File: config.mk
export PLATFORM = sky130hd
export DESIGN_NAME = vx_commit_arb_scalar_flat
export DESIGN_NICKNAME = d
export VERILOG_FILES = /design/src/rtl/vx_commit_arb_scalar_pkg.sv /design/src/rtl/vx_commit_arb_scalar_if.sv /design/src/rtl/vx_commit_arb_rr_pick.sv /design/src/rtl/vx_commit_arb_scalar.sv /design/src/flat_wrapper.sv
export SDC_FILE = /design/constraint.sdc
export NUM_CORES = 1
export LEC_CHECK = 0
export ABC_AREA = 1
export BUFFER_PORTS_ARGS = -buffer_cell sky130_fd_sc_hd__buf_2
export CAP_MARGIN = 0
export CORE_MARGIN = 3
export CORE_UTILIZATION = 50
export CTS_CLUSTER_DIAMETER = 150
export DETAILED_ROUTE_END_ITERATION = 16
export PLACE_DENSITY = 0.9
export SLEW_MARGIN = 20
export SYNTH_ARGS = -nofsm -noshare
export SYNTH_HDL_FRONTEND = slang
export SYNTH_SLANG_ARGS = --single-unit
File: constraint.sdc
create_clock -name clk -period 5.7 [get_ports clk]
set_clock_uncertainty 0.1 [all_clocks]
set_input_delay 1.14 -clock clk [delete_from_list [all_inputs] [get_ports clk]]
set_output_delay 1.14 -clock clk [all_outputs]
set_load 0.03 [all_outputs]
File: src/rtl/vx_commit_arb_scalar_pkg.sv
// Shared GPU package: commit source indices and the commit arbiter state type.
package VX_gpu_pkg;

    localparam int COMMIT_SRC_ALU = 0;
    localparam int COMMIT_SRC_LSU = 1;
    localparam int COMMIT_SRC_SFU = 2;
    localparam int COMMIT_SRC_FPU = 3;

    typedef enum logic {
        ARB_IDLE   = 1'b0,
        ARB_LOCKED = 1'b1
    } commit_arb_state_t;

endpackage

File: src/rtl/vx_commit_arb_scalar_if.sv
// Commit bus between the execution units (master) and the commit arbiter (slave).
interface vx_commit_arb_scalar_if #(
    parameter int NUM_REQS = 4,
    parameter int DATA_W   = 64,
    parameter int SRC_W    = (NUM_REQS > 1) ? $clog2(NUM_REQS) : 1
);
    logic [NUM_REQS-1:0]        in_valid;
    logic [NUM_REQS*DATA_W-1:0] in_data;
    logic [NUM_REQS-1:0]        in_eop;
    logic [NUM_REQS-1:0]        in_ready;
    logic                       out_valid;
    logic [DATA_W-1:0]          out_data;
    logic                       out_eop;
    logic [SRC_W-1:0]           out_src;
    logic                       out_ready;

    modport master (
        output in_valid, in_data, in_eop, out_ready,
        input  in_ready, out_valid, out_data, out_eop, out_src
    );

    modport slave (
        input  in_valid, in_data, in_eop, out_ready,
        output in_ready, out_valid, out_data, out_eop, out_src
    );
endinterface

File: src/rtl/vx_commit_arb_rr_pick.sv
// Combinational round-robin picker: first valid request at or above rr_ptr, wrapping.
module vx_commit_arb_rr_pick
    import VX_gpu_pkg::*;
#(
    parameter int NUM_REQS = 4,
    parameter int SRC_W    = (NUM_REQS > 1) ? $clog2(NUM_REQS) : 1
) (
    input  logic [NUM_REQS-1:0] valid,
    input  logic [SRC_W-1:0]    rr_ptr,
    output logic [NUM_REQS-1:0] grant,
    output logic [SRC_W-1:0]    grant_idx,
    output logic                grant_valid
);
    logic [SRC_W-1:0] idx;

    always_comb begin
        grant       = '0;
        grant_idx   = '0;
        grant_valid = 1'b0;
        idx         = '0;
        for (int k = 0; k < NUM_REQS; k++) begin
            idx = SRC_W'((int'(rr_ptr) + k) % NUM_REQS);
            if (!grant_valid && valid[idx]) begin
                grant[idx]  = 1'b1;
                grant_idx   = idx;
                grant_valid = 1'b1;
            end
        end
    end
endmodule

File: src/rtl/vx_commit_arb_scalar.sv
// Round-robin commit arbiter with packet lock and a 2-entry output buffer.
// Optional VX_COMMIT_ARB_PERF_EN adds the perf_stall_cycles counter port.
module vx_commit_arb_scalar
    import VX_gpu_pkg::*;
#(
    parameter int NUM_REQS = 4,
    parameter int DATA_W   = 64,
    parameter int SRC_W    = (NUM_REQS > 1) ? $clog2(NUM_REQS) : 1
) (
    input  logic                    clk,
    input  logic                    reset,
`ifdef VX_COMMIT_ARB_PERF_EN
    output logic [31:0]             perf_stall_cycles,
`endif
    vx_commit_arb_scalar_if.slave   arb
);
    commit_arb_state_t state, state_next;
    logic [SRC_W-1:0]    rr_ptr, rr_next, lock_src, lock_next;
    logic [NUM_REQS-1:0] pick_grant, grant;
    logic [SRC_W-1:0]    pick_idx, win_idx;
    logic                pick_valid;
    logic [DATA_W-1:0]   src_data [NUM_REQS];
    logic [DATA_W-1:0]   win_data;
    logic                win_eop, push, pop, can_accept, out_valid;

    logic [1:0]          count;
    logic                rd_ptr, wr_ptr;
    logic [DATA_W-1:0]   fifo_data [2];
    logic                fifo_eop  [2];
    logic [SRC_W-1:0]    fifo_src  [2];

    function automatic logic [SRC_W-1:0] next_src(input logic [SRC_W-1:0] s);
        return (int'(s) == NUM_REQS - 1) ? '0 : s + 1'b1;
    endfunction

    vx_commit_arb_rr_pick #(.NUM_REQS(NUM_REQS), .SRC_W(SRC_W)) u_pick (
        .valid       (arb.in_valid),
        .rr_ptr      (rr_ptr),
        .grant       (pick_grant),
        .grant_idx   (pick_idx),
        .grant_valid (pick_valid)
    );

    always_comb begin
        for (int i = 0; i < NUM_REQS; i++) src_data[i] = arb.in_data[i*DATA_W +: DATA_W];
    end

    // Grant stage: locked source only, otherwise round-robin pick; full buffer blocks all.
    assign can_accept = (count != 2'd2);
    assign grant      = (state == ARB_LOCKED) ? (arb.in_valid & (NUM_REQS'(1) << lock_src))
                                              : pick_grant;
    assign win_idx    = (state == ARB_LOCKED) ? lock_src : pick_idx;
    assign win_data   = src_data[win_idx];
    assign win_eop    = arb.in_eop[win_idx];
    assign arb.in_ready = (!reset && can_accept) ? grant : '0;
    assign push       = |(arb.in_valid & arb.in_ready);
    assign out_valid  = (count != 2'd0);
    assign pop        = out_valid && arb.out_ready;

    always_comb begin
        state_next = state;
        rr_next    = rr_ptr;
        lock_next  = lock_src;
        case (state)
            ARB_IDLE: begin
                if (push) begin
                    if (win_eop) begin
                        rr_next = next_src(win_idx);
                    end else begin
                        state_next = ARB_LOCKED;
                        lock_next  = win_idx;
                    end
                end
            end
            ARB_LOCKED: begin
                if (push && win_eop) begin
                    state_next = ARB_IDLE;
                    rr_next    = next_src(lock_src);
                end
            end
            default: state_next = ARB_IDLE;
        endcase
    end

    always_ff @(posedge clk) begin
        if (reset) begin
            state    <= ARB_IDLE;
            rr_ptr   <= '0;
            lock_src <= '0;
        end else begin
            state    <= state_next;
            rr_ptr   <= rr_next;
            lock_src <= lock_next;
        end
    end

    // Buffer stage: accepted beat lands in the 2-entry FIFO, head drives out_*.
    always_ff @(posedge clk) begin
        if (reset) begin
            count  <= 2'd0;
            rd_ptr <= 1'b0;
            wr_ptr <= 1'b0;
            for (int e = 0; e < 2; e++) begin
                fifo_data[e] <= '0;
                fifo_eop[e]  <= 1'b0;
                fifo_src[e]  <= '0;
            end
        end else begin
            if (push) begin
                fifo_data[wr_ptr] <= win_data;
                fifo_eop[wr_ptr]  <= win_eop;
                fifo_src[wr_ptr]  <= win_idx;
                wr_ptr            <= ~wr_ptr;
            end
            if (pop) rd_ptr <= ~rd_ptr;
            case ({push, pop})
                2'b10:   count <= count + 2'd1;
                2'b01:   count <= count - 2'd1;
                default: count <= count;
            endcase
        end
    end

    assign arb.out_valid = out_valid;
    assign arb.out_data  = fifo_data[rd_ptr];
    assign arb.out_eop   = fifo_eop[rd_ptr];
    assign arb.out_src   = fifo_src[rd_ptr];

`ifdef VX_COMMIT_ARB_PERF_EN
    always_ff @(posedge clk) begin
        if (reset) begin
            perf_stall_cycles <= '0;
        end else if ((|arb.in_valid) && !push && (perf_stall_cycles != 32'hFFFF_FFFF)) begin
            perf_stall_cycles <= perf_stall_cycles + 32'd1;
        end
    end
`endif

`ifndef SYNTHESIS
    a_ready_onehot: assert property (@(posedge clk) $onehot0(arb.in_ready))
        else $error("in_ready has more than one bit set");

    for (genvar g = 0; g < NUM_REQS; g++) begin : g_hold
        a_valid_hold: assert property (@(posedge clk)
            (!reset && arb.in_valid[g] && !arb.in_ready[g]) |=> (reset || arb.in_valid[g]))
            else $error("source %0d dropped valid before acceptance", g);
    end
`endif
endmodule

File: src/flat_wrapper.sv
// flat-port wrapper written by rule: the top's interface ports become plain ports
module vx_commit_arb_scalar_flat import VX_gpu_pkg::*;
#(
    parameter int NUM_REQS = 4,
    parameter int DATA_W   = 64,
    parameter int SRC_W    = (NUM_REQS > 1) ? $clog2(NUM_REQS) : 1
)
  (clk, reset, arb_in_valid, arb_in_data, arb_in_eop, arb_out_ready, arb_in_ready, arb_out_valid, arb_out_data, arb_out_eop, arb_out_src);
  vx_commit_arb_scalar_if #(.NUM_REQS(NUM_REQS), .DATA_W(DATA_W), .SRC_W(SRC_W)) arb_i ();
  input  logic clk;
  input  logic reset;
  input wire logic [$bits(arb_i.in_valid)-1:0] arb_in_valid;
  input wire logic [$bits(arb_i.in_data)-1:0] arb_in_data;
  input wire logic [$bits(arb_i.in_eop)-1:0] arb_in_eop;
  input wire logic [$bits(arb_i.out_ready)-1:0] arb_out_ready;
  output wire logic [$bits(arb_i.in_ready)-1:0] arb_in_ready;
  output wire logic [$bits(arb_i.out_valid)-1:0] arb_out_valid;
  output wire logic [$bits(arb_i.out_data)-1:0] arb_out_data;
  output wire logic [$bits(arb_i.out_eop)-1:0] arb_out_eop;
  output wire logic [$bits(arb_i.out_src)-1:0] arb_out_src;
  assign arb_i.in_valid = arb_in_valid;
  assign arb_i.in_data = arb_in_data;
  assign arb_i.in_eop = arb_in_eop;
  assign arb_i.out_ready = arb_out_ready;
  assign arb_in_ready = arb_i.in_ready;
  assign arb_out_valid = arb_i.out_valid;
  assign arb_out_data = arb_i.out_data;
  assign arb_out_eop = arb_i.out_eop;
  assign arb_out_src = arb_i.out_src;
  vx_commit_arb_scalar #(.NUM_REQS(NUM_REQS), .DATA_W(DATA_W), .SRC_W(SRC_W)) u_core (.clk(clk), .reset(reset), .arb(arb_i));
endmodule
# After elaboration in Yosys (flattened, before gate mapping)

Memories as Yosys holds them, arrays and structs flattened. A register that Yosys moved wholly into a read port is not among the register bits.
Cells that the tools add are included.

Magnitude comparators: 10
Bitwise operators: 10
Reduce and logical (&&, ||, !) cells: 22
Add/sub/neg operators: 7
Shift-type cells: 1
Div/mod/pow operators: 0
Multiply operators: 0
Eq/ne operators: 8
Muxes and demuxes: 66

Operator list:

| kind                                                       | count |
|---|---|
| 2-to-1 mux 64 bit                                          | 3 |
| binary-select mux 64 bit (select 2 bit)                    | 1 |
| OR reduction 64 bit                                        | 1 |
| 2-to-1 mux 1 bit                                           | 33 |
| 2-to-1 mux 4 bit                                           | 6 |
| 2-to-1 mux 2 bit                                           | 11 |
| less-than comparator 2 x 3 -> 1 bit, second input constant | 5 |
| OR 4 bit                                                   | 3 |
| binary-select mux 1 bit (select 2 bit)                     | 5 |
| logical AND 1 bit                                          | 10 |
| adder 2 x 1 -> 2 bit, second input constant                | 4 |
| AND 4 bit                                                  | 2 |
| demux 1 bit (select 2 bit)                                 | 4 |
| >= comparator 2 x 1 -> 1 bit, second input constant        | 4 |
| case mux 2 bit (2 select lines)                            | 2 |
| == test 2 x 1 -> 1 bit, second input constant              | 3 |
| AND reduction 3 bit                                        | 2 |
| adder 2 bit, second input constant                         | 2 |
| logical NOT 1 bit                                          | 4 |
| inequality test 2 x 1 -> 1 bit, second input constant      | 2 |
| inequality test 2 bit, second input constant               | 2 |
| inverter 1 bit                                             | 4 |
| nonzero test 2 bit                                         | 2 |
| OR reduction 4 bit                                         | 1 |
| other kinds (8)                                            | 8 |

Output and inout port bits: 72
Memory bits (read-only): 0
Register bits after elaboration: 9
Memories: 3
Bits in writable memories: 134
Bits in latches: 0
Logic and storage cells: 133

Memories:

| name             | depth | bits a word | read ports | clocked after memory_dff | write ports | line                       | source |
|---|---|---|---|---|---|---|---|
| u_core.fifo_data | 2     | 64          | 1          | 1                        | 2           | vx_commit_arb_scalar.sv:28 | `logic [DATA_W-1:0] fifo_data [2];` |
| u_core.fifo_src  | 2     | 2           | 1          | 1                        | 2           | vx_commit_arb_scalar.sv:30 | `logic [SRC_W-1:0] fifo_src [2];` |
| u_core.fifo_eop  | 2     | 1           | 1          | 1                        | 2           | vx_commit_arb_scalar.sv:29 | `logic fifo_eop [2];` |

# Logic depth before layout (Yosys ltp)

Gate-level depths: netlist (run 1).

Depth in word-level cells: 21
Depth in mapped cells: 21
Depth with buffers taken out: 19

# By module

From an unflattened synthesis (run 1), not the netlist that was laid out.

Cell total of the unflattened synthesis: 973
Area total of the unflattened synthesis: 8,539.4 um^2

Modules (own cells, without submodules):

| module                | cells each | seq. area each (um^2) | times used | area each (um^2) |
|---|---|---|---|---|
| vx_commit_arb_scalar  | 899        | 4,224.1               | 1          | 8,099.0 |
| vx_commit_arb_rr_pick | 74         | 0.0                   | 1          | 440.4 |

# Worst setup path before layout (run 1)

OpenSTA, ideal clock, no wires.

Path type: input-to-reg
From: input arb_in_valid[2]
To: memory u_core.fifo_data[0][0] (enable)
Cell stages on the path: 14
Path slack: 1.383 ns
Arrival time: 3.507 ns
Data required time: 4.890 ns
Cell sequence: inv_1 > nand2_1 > nand3_2 > nand2_4 > nor2_1 > a21oi_1 > nand3_1 > nand3_1 > nand2_1 > nor2_4 > nor2_2 > buf_4 > inv_1 > nand2_1

RTL lines:

| item            | line                       | source |
|---|---|---|
| start, declared | flat_wrapper.sv:12         | `input wire logic [$bits(arb_i.in_valid)-1:0] arb_in_valid;` |
| end, declared   | vx_commit_arb_scalar.sv:28 |  |

==> summary.md, run 1 <==
| Metric | Value |
|---|---|
| Fin. Hold Viols | `0` |
| First-pass GRT wire length | `about 39 mm` |
| I/O Buffers | `roughly 340` |
| CTS tree | `done` |
| Pwr Total | `8.42 mW` |
| Antenna cells | `0` |
| Die Height | `140 um` |
| Worst Path Arrival | `4.47 ns` |
| Initial Utilization | `51.3%` |
| Setup tns final | `0 ns` |
| Cts bufs inserted | `17` |
| Synth Area in Compound Gates | `between 10% and 20%` |
| Run status | `complete, no violations` |
| Clock transition at path regs | `0.06 ns` |
| Pre-Repair DR Iteration Count | `6` |
| Maximum level of the CTS H-tree | `4` |
| Worst Path Required | `a little under 6 ns` |
| Gp weighted congestion | `0.918` |
| Critical path's slowest cell | `inv_4` |
| Wire per inst | `between 15 and 20 um` |
| Total Wirelength | `approximately 25 mm` |
| Fin nets | `1,633` |
| Clock Latency Late Sink | `0.42 ns` |
| Post-synth EDFFs | `134` |
| Yosys cell types | `31` |
| FILL cells | `around 1.5k` |
| Critical path startpoint category | `register` |
| Hold Buf Count CTS | `0` |
| Synth Area in Simple Gates | `~18%` |
| Worst IR Drop VDD | `around 0.62 mV` |
| Critical path endpoint category | `register` |
| Number of setup buffers added after CTS | `0` |
| Wl on met1 | `around 9.6 mm` |
| Final ANT Viol Nets | `0` |
| Pre-CTS setup slack | `1.39 ns` |
| CTS max path bufs | `2` |
| Core area | `between 15,000 and 20,000 sq um` |
| Post-synthesis adder-cell area fraction | `1.68%` |
| RSZ-0062 raised after global routing | `false` |
| Ys flop type | `edfxtp_1` |
| Final setup violation count | `0` |
| Reg2Reg Depth | `16` |
| Avg Inst Size Synth | `roughly 8.5 sq um` |
| Detailed Place HPWL | `about 17 mm` |
| Origin of the critical flop-to-flop path | `u_core.rr_ptr[0]` |
| Slew margin rel. | `between 20 and 30%` |
| Hold path depth | `1` |
| FF+latch count, synth | `about 140` |
| GRT Util Overall | `between 20 and 25%` |
| Register area share after synthesis | `~47%` |
| Met3 routed WL | `between 2 and 2.5 mm` |
| Crit Path Max Fanout | `roughly 110` |
| CP cell instances | `inv_6 > ha_1 > inv_1 > nand3_1 > nand2_2 > nor2_8 > nand2_2 > nand3_2 > nand3_4 > nand2_4 > inv_4 > buf_4 > o21ai_1 > o22ai_1 > nand2_1 > inv_1` |
| Max-slew violations | `0` |
| Leak Pwr | `around 5.9 nW` |
| DRT iter0 DRCs | `about 730` |
| Max-Cap Viols | `0` |
| Hold wc startpoint | `u_core.rd_ptr` |
| Min-Delay Path Class | `reg2reg` |
| Crit Path Class | `reg2reg` |
| Met2 wire length | `12.5 mm` |
| CTS Sinks | `144` |
| Cell row count | `48` |
| Worst reg2reg setup slack | `around 1.4 ns` |
| Post-Synth XOR/XNOR Area | `0%` |
| YS warnings | `0` |
| RR Endpoint | `u_core.fifo_data[0][27]` |
| Initial antenna violation count | `0` |
| DR vias | `8,382` |
| Largest net degree at the start of global routing | `around 110` |
| Post-route minimum period | `4.29 ns` |
| Largest family of logic cells by synthesized area | `simple AND/OR/NAND/NOR gates` |
| Syn Std Cell Area | `around 8900 sq um` |
| DR top layer | `met4` |
| Die Area | `19,500 sq um` |
| Least-Margin Pin Slew | `1.06 ns` |
| Syn-to-layout area delta | `24.9%` |
| PwrDens | `~750 nW/um^2` |
| Setup WS post-layout | `around 1.4 ns` |
| Root buf cell | `clkbuf_16` |
| Asr flop ratio synth | `0%` |
| Net Count, Synth | `1,336` |
| Mapped Cells | `between 1k and 1.5k` |
| Via-per-instance ratio | `about 5.3` |
| Non-filler cells, final | `between 1.5k and 2k` |
| Placed Instances | `between 1.5k and 2k` |
| Peak Freq | `around 0.23 GHz` |
| Die X | `approximately 140 um` |
| DRC | `0` |
| Vias in the first global route | `roughly 8.1k` |
| Post-cts gate resize count | `0` |
| Share of cells above drive strength 1 | `approximately 35%` |
| GRT overflow | `0` |
| Fin crit share | `75.2%` |
| Mux cell area share after synthesis | `between 8 and 9%` |
| Critical path's largest stage delay | `between 0.8 and 0.9 ns` |
| IO Count | `around 340` |
-- state kept, by name (all words and copies together) (netlist names), named ones only --
signal	flops
u_core.wr_ptr	1
u_core.lock_src	2
u_core.rd_ptr	1
u_core.fifo_eop	2
u_core.fifo_data	128
u_core.rr_ptr	2
u_core.count	2
u_core.fifo_src	4
-- layer usage --
layer / vias up / global-route usage, %
li1: 4094 / -
met1: 3830 / 30.6
met2: 399 / 42.8
met3: 59 / 6.05
met4: 0 / 8.77
met5: - / 0
-- kinds of logic after synthesis --
family / Yosys count
flops: 144
fa+ha+maj: 12
compound gates: 216
simple gates: 392
buf+inv: 226
mux: 67
-- synthesized netlist by cell type (6+ instances only) --
master / number / area (sq um)
nand2_2: 11 / 68.8
buf_2: 23 / 115
o21ai_0: 55 / 275
buf_4: 19 / 143
o21ai_1: 79 / 395
a21oi_1: 16 / 80.1
nand3_1: 33 / 165
buf_6: 7 / 78.8
mux2_2: 67 / 754
inv_1: 153 / 574
clkbuf_1: 13 / 48.8
nand2_1: 182 / 683
edfxtp_1: 134 / 4020
ha_1: 12 / 150
nor2_1: 151 / 567
o22ai_1: 64 / 400
inv_2: 6 / 22.5
dfxtp_1: 10 / 200
-- critical path: cells and delay by family (launching register included) --
kind                     cells  cell delay [ns]
flip-flops                   1             0.73
AO/OA/AOI/OAI                2             0.28
AND/OR/NAND/NOR              8             1.02
buffers and inverters        5             1.53
adder cells (fa/ha/maj)      1             0.41
-- how the worst max path moves through the flow --
stage	cells past startpoint	from	end
detailed placement	16	arb_in_valid[2]	u_core.fifo_data[1][18]
global placement	16	arb_in_valid[1]	u_core.fifo_data[0][18]
global route	16	u_core.rr_ptr[0]	u_core.fifo_data[0][24]
finish	16	u_core.rr_ptr[0]	u_core.fifo_data[0][27]
floorplan	14	arb_in_valid[2]	u_core.fifo_data[0][0]
CTS	16	u_core.rr_ptr[0]	u_core.fifo_data[1][18]
-- layout by cell type, fill, tap and decap left out, types with 2 or more instances in the layout --
master	count
o21ai_1	79
nor2_4	3
nand2_1	180
nand3_1	33
clkinv_1	3
buf_2	338
dfxtp_1	9
clkinvlp_4	3
inv_2	5
edfxtp_1	134
nand2_2	11
clkbuf_16	17
o22ai_1	64
clkinv_2	3
buf_4	6
mux2_2	67
nand3_2	2
nor2_2	3
inv_1	153
a21oi_1	16
nor2_1	151
nand2_4	4
nand3b_1	2
ha_1	12
bufinv_16	3
o21ai_0	55
-- report_power, final --
part / switching, mW / internal (mW)
Sequential: 0.184 / 1.75
Combinational: 3.77 / 1.63
Clock: 0.417 / 0.676
Total: 4.37 / 4.05
-- per-stage QoR --
stage	area, sq um	util (%)	hold WS [ns]
6_report	11200	64.0	0.363
5_1_grt	11200	64.0	0.417
4_1_cts	11200	64.0	0.354
3_5_place_dp	10600	60.7	0.333
3_3_place_gp	10600	60.7	0.330
2_1_floorplan	8930	-	0.325
-- layout make-up --
cell class                 count  area [sq um]  share of cell area, %
clock buffer                  17           425                   3.81
clock inverter                13           148                   1.32
inverter                     160           608                   5.45
multi-input combinational    687          3730                   33.4
sequential                   144          4230                   37.9
tap                          225           282                   2.52
timing repair buffer         344          1740                   15.6
No activity file was read; power rests on OpenSTA's default activity.
==> run 2: changes to the inputs <==
ABC_AREA = 0   (was 1)
CORE_UTILIZATION = 51   (was 50)
PLACE_DENSITY = 0.91   (was 0.9)
clock period = 4.1 ns   (was 5.7 ns; I/O delays follow)
==> summary.md, run 2 <==
| Metric | Value |
|---|---|
| Slew margin rel. | `36.3% (was 29.4%)` |
| Avg Inst Size Synth | `12.5 sq um (was 8.45 sq um)` |
| Antenna cells | `0 (unchanged)` |
| Maximum level of the CTS H-tree | `4 (unchanged)` |
| Initial antenna violation count | `1 (was 0)` |
| Fin crit share | `a little over nine tenths` |
| Hold endpoint | `u_core.count[1]` |
| Int Pwr | `5.36 mW (was 4.05 mW)` |
| Synth Area in Simple Gates | `12.8% (was 18.2%)` |
| Critical path endpoint category | `output pin (was register)` |
| Fin. Hold Viols | `0 (unchanged)` |
| Post-route minimum period | `between 3 and 4 ns` |
| Core area | `17,500 sq um (was 17,400 sq um)` |
| Gp weighted congestion | `0.814 (was 0.918)` |
| Max reg flops | `128 (unchanged)` |
| Origin of the critical flop-to-flop path | `u_core.rr_ptr[0] (unchanged)` |
| YS warnings | `0 (unchanged)` |
| Most common cell in the netlist | `mux2i_1 (was nand2_1)` |
| Hold path depth | `2 (was 1)` |
| CP cell instances | `inv_1 > ha_1 > or3b_1 > a2111o_1 > nand2_2 > a211o_1 > nand2_1 > a21oi_1 > buf_2 (was inv_6 > ha_1 > inv_1 > nand3_1 > nand2_2 > nor2_8 > nand2_2 > nand3_2 > nand3_4 > nand2_4 > inv_4 > buf_4 > o21ai_1 > o22ai_1 > nand2_1 > inv_1)` |
| Comb pwr share | `57.0% (was 64.1%)` |
| Area contributors post-synth | `edfxtp_1, mux2i_1, and2_1 (was edfxtp_1, mux2_2, nand2_1)` |
| Post-synth EDFFs | `134 (unchanged)` |
| Largest register by flop count | `u_core.fifo_data (unchanged)` |
| Cts bufs inserted | `17 (unchanged)` |
| Vias in the first global route | `6,975 (was 8,069)` |
| Mapped Cells | `739 (was 1,057)` |
| DRT iter0 DRCs | `344 (was 731)` |
| NetSw | `4.02 mW (was 4.37 mW)` |
| CTS max path bufs | `2 (unchanged)` |
| Hold wc startpoint | `u_core.count[1] (was u_core.rd_ptr)` |
| Wire per inst | `17.9 um (was 15.6 um)` |
| Synth Area in Compound Gates | `4.40% (was 13.1%)` |
| Least-Margin Pin Slew | `0.955 ns (was 1.06 ns)` |
| Post-synth top area share | `43.5% (was 45.0%)` |
| Syn-to-layout area delta | `26.1% (was 24.9%)` |
| RSZ-0062 raised after global routing | `false (unchanged)` |
| Most frequent cells in the layout | `buf_2, mux2i_1, and2_1 (was buf_2, nand2_1, inv_1)` |
| Yosys top cell by area | `edfxtp_1 (unchanged)` |
| Fin nets | `1,338 (was 1,633)` |
| Flop pwr share | `27.2% (was 22.9%)` |
| Yosys cell types | `63 (was 31)` |
| Via-per-instance ratio | `5.38 (was 5.27)` |
| Pre-Repair DR Iteration Count | `5 (was 6)` |
| Final setup violation count | `0 (unchanged)` |
| CTS Sinks | `144 (unchanged)` |
| Clock power share | `15.8% (was 13.0%)` |
| GRT overflow | `0 (unchanged)` |
| Min-Delay Path Class | `reg2reg (unchanged)` |
| Die Area | `19,800 sq um (was 19,500 sq um)` |
| Worst Path Required | `3.18 ns (was 5.88 ns)` |
| Critical path's largest stage delay | `0.46 ns (was 0.86 ns)` |
| Worst reg2reg setup slack | `0.40 ns (was 1.41 ns)` |
| First-pass GRT wire length | `35.3 mm (was 39.4 mm)` |
| Placed Instances | `1,265 (was 1,560)` |
| Non-filler cells, final | `1,297 (was 1,590)` |
| RR Endpoint | `u_core.count[1] (was u_core.fifo_data[0][27])` |
| Pre-CTS setup slack | `0.269 ns (was 1.39 ns)` |
| Mux cell area share after synthesis | `30.9% (was 8.45%)` |
| CTS tree | `done (unchanged)` |
| Clock Latency Late Sink | `0.41 ns (was 0.42 ns)` |
| Post-Synth XOR/XNOR Area | `0.379% (was 0%)` |
| Worst Hold Slack | `0.414 ns (was 0.363 ns)` |
| Initial Utilization | `52.7% (was 51.3%)` |
| Synth top cells by count | `mux2i_1, and2_1, edfxtp_1 (was nand2_1, inv_1, nor2_1)` |
| Critical path's slowest cell | `dfxtp_4 (was inv_4)` |
| Cell row count | `48 (unchanged)` |
| Die Height | `141 um (was 140 um)` |
| Setup tns final | `0 ns (unchanged)` |
| Root buf cell | `clkbuf_16 (unchanged)` |
| IO Count | `339 (unchanged)` |
| Net Count, Synth | `1,018 (was 1,336)` |
| Syn Std Cell Area | `9240 sq um (was 8930 sq um)` |
| DR vias | `6,978 (was 8,382)` |
| Switch share | `42.8% (was 51.9%)` |
| Crit Path Max Fanout | `16 (was 106)` |
| Ys flop type | `edfxtp_1 (unchanged)` |
| Largest net degree at the start of global routing | `73 (was 107)` |
| DRC | `0 (unchanged)` |
| Max-Cap Viols | `0 (unchanged)` |
| Register area share after synthesis | `45.7% (was 47.3%)` |
| Peak Freq | `about 0.25 GHz` |
| Run status | `complete, no violations (unchanged)` |
| Die X | `141 um (was 140 um)` |
| Worst Path Arrival | `3.03 ns (was 4.47 ns)` |
| Post-synthesis adder-cell area fraction | `1.62% (was 1.68%)` |
| Number of setup buffers added after CTS | `0 (unchanged)` |
| Largest regs | `u_core.fifo_data x128, u_core.fifo_src x4 (unchanged)` |
| PwrDens | `805 nW/um^2 (was 755 nW/um^2)` |
| GRT Util Overall | `22.5% (was 24.9%)` |
| I/O Buffers | `338 (unchanged)` |
| Final ANT Viol Nets | `0 (unchanged)` |
| Reg2Reg Depth | `11 (was 16)` |
| Setup WS post-layout | `0.153 ns (was 1.41 ns)` |
| Max-slew violations | `0 (unchanged)` |
| Share of cells above drive strength 1 | `44.4% (was 34.6%)` |
| Clock transition at path regs | `0.06 ns (about the same)` |
| Asr flop ratio synth | `0% (unchanged)` |
| Worst IR Drop VDD | `0.637 mV (was 0.618 mV)` |
| Leak Pwr | `5.75 nW (was 5.90 nW)` |
| FF+latch count, synth | `144 (unchanged)` |
| Total Wirelength | `23.3 mm (was 24.9 mm)` |
| Detailed Place HPWL | `17.1 mm (was 16.9 mm)` |
| Commonest non-fill, non-tap cell in the layout | `buf_2 (unchanged)` |
| Crit Path Class | `reg2out (was reg2reg)` |
| Largest family of logic cells by synthesized area | `multiplexers (was simple AND/OR/NAND/NOR gates)` |
| Critical path startpoint category | `register (unchanged)` |
-- run 2: changes by cell type in the layout (fill, tap and decap cells not counted), moves of 7 or more --
cell / delta
o22ai_1: -64
o21ai_1: -78
mux2i_1: +196
inv_1: -145
nor2_1: -136
a21oi_1: -7
and2_1: +136
nand3_1: -30
nand2_2: -10
o21ai_0: -45
nand2_1: -166
-- run 2: cell families after synthesis --
kind of cell	after synthesis
multiplexers	271
AND/OR/NAND/NOR	196
flip-flops	144
buffers and inverters	59
AO/OA/AOI/OAI	53
adder cells (fa/ha/maj)	12
XOR/XNOR	4
-- run 2: timing repair --
| item | in CTS | in global routing |
|---|---|---|
| resized for setup | 1 | 0 |
| hold buffers | 0 | 0 |
| endpoints found under the setup margin | 1 | 0 |
-- run 2: how the worst max path moves through the flow --
stage                                        end              from  slack, ns  cells after the start
after floorplan           u_core.fifo_data[0][0]  u_core.rr_ptr[0]       0.03                     11
after global placement           u_core.count[1]   arb_in_valid[1]       0.32                     10
after detailed placement         u_core.count[1]   arb_in_valid[1]       0.27                     10
after CTS                        arb_in_ready[2]  u_core.rr_ptr[0]       0.13                      9
after global routing             arb_in_ready[2]  u_core.rr_ptr[0]     0.0009                      9
final                            arb_in_ready[2]  u_core.rr_ptr[0]       0.15                      9
-- run 2: layout make-up --
type,instances,area [sq um]
flip-flops and latches,144,4230
well taps,225,282
multi-input cells,536,4680
clock inverters,14,141
inverters,8,30.0
fillers,1321,5880
repair buffers,352,1860
clock buffers,18,429
-- run 2: power by group through the flow --
stage	registers, mW	clock network, mW	logic, mW
floorplan	2.43	0	4.22
global placement	2.54	0	5.25
detailed placement	2.58	0	5.35
CTS	2.55	1.50	5.38
global route	2.61	1.56	5.73
finish	2.55	1.48	5.34
-- run 2: per-layer routing --
layer | GRT usage [%] | share of wire, % | up-vias
li1 | - | - | 3354
met1 | 26.2 | 38 | 3287
met2 | 40.1 | 52 | 288
met3 | 5.56 | 7.3 | 47
met4 | 8.67 | 2.7 | 2
met5 | 0 | 0.056 | -
-- run 2: critical path: cells and delay by family (launching register included) --
kind,cells,cell delay (ns)
simple gates,3,0.59
compound gates,3,0.73
fa+ha+maj,1,0.44
buf+inv,2,0.38
flops,1,0.46
-- run 2: per-stage QoR --
| stage | utilization, % | total power [mW] | area, sq um |
|---|---|---|---|
| 6_report | 66.5 | 9.38 | 11700 |
| 5_1_grt | 66.5 | 9.90 | 11700 |
| 4_1_cts | 66.5 | 9.43 | 11700 |
| 3_5_place_dp | 63.2 | 7.93 | 11100 |
| 3_3_place_gp | 63.2 | 7.79 | 11100 |
| 2_1_floorplan | - | 6.65 | 9270 |
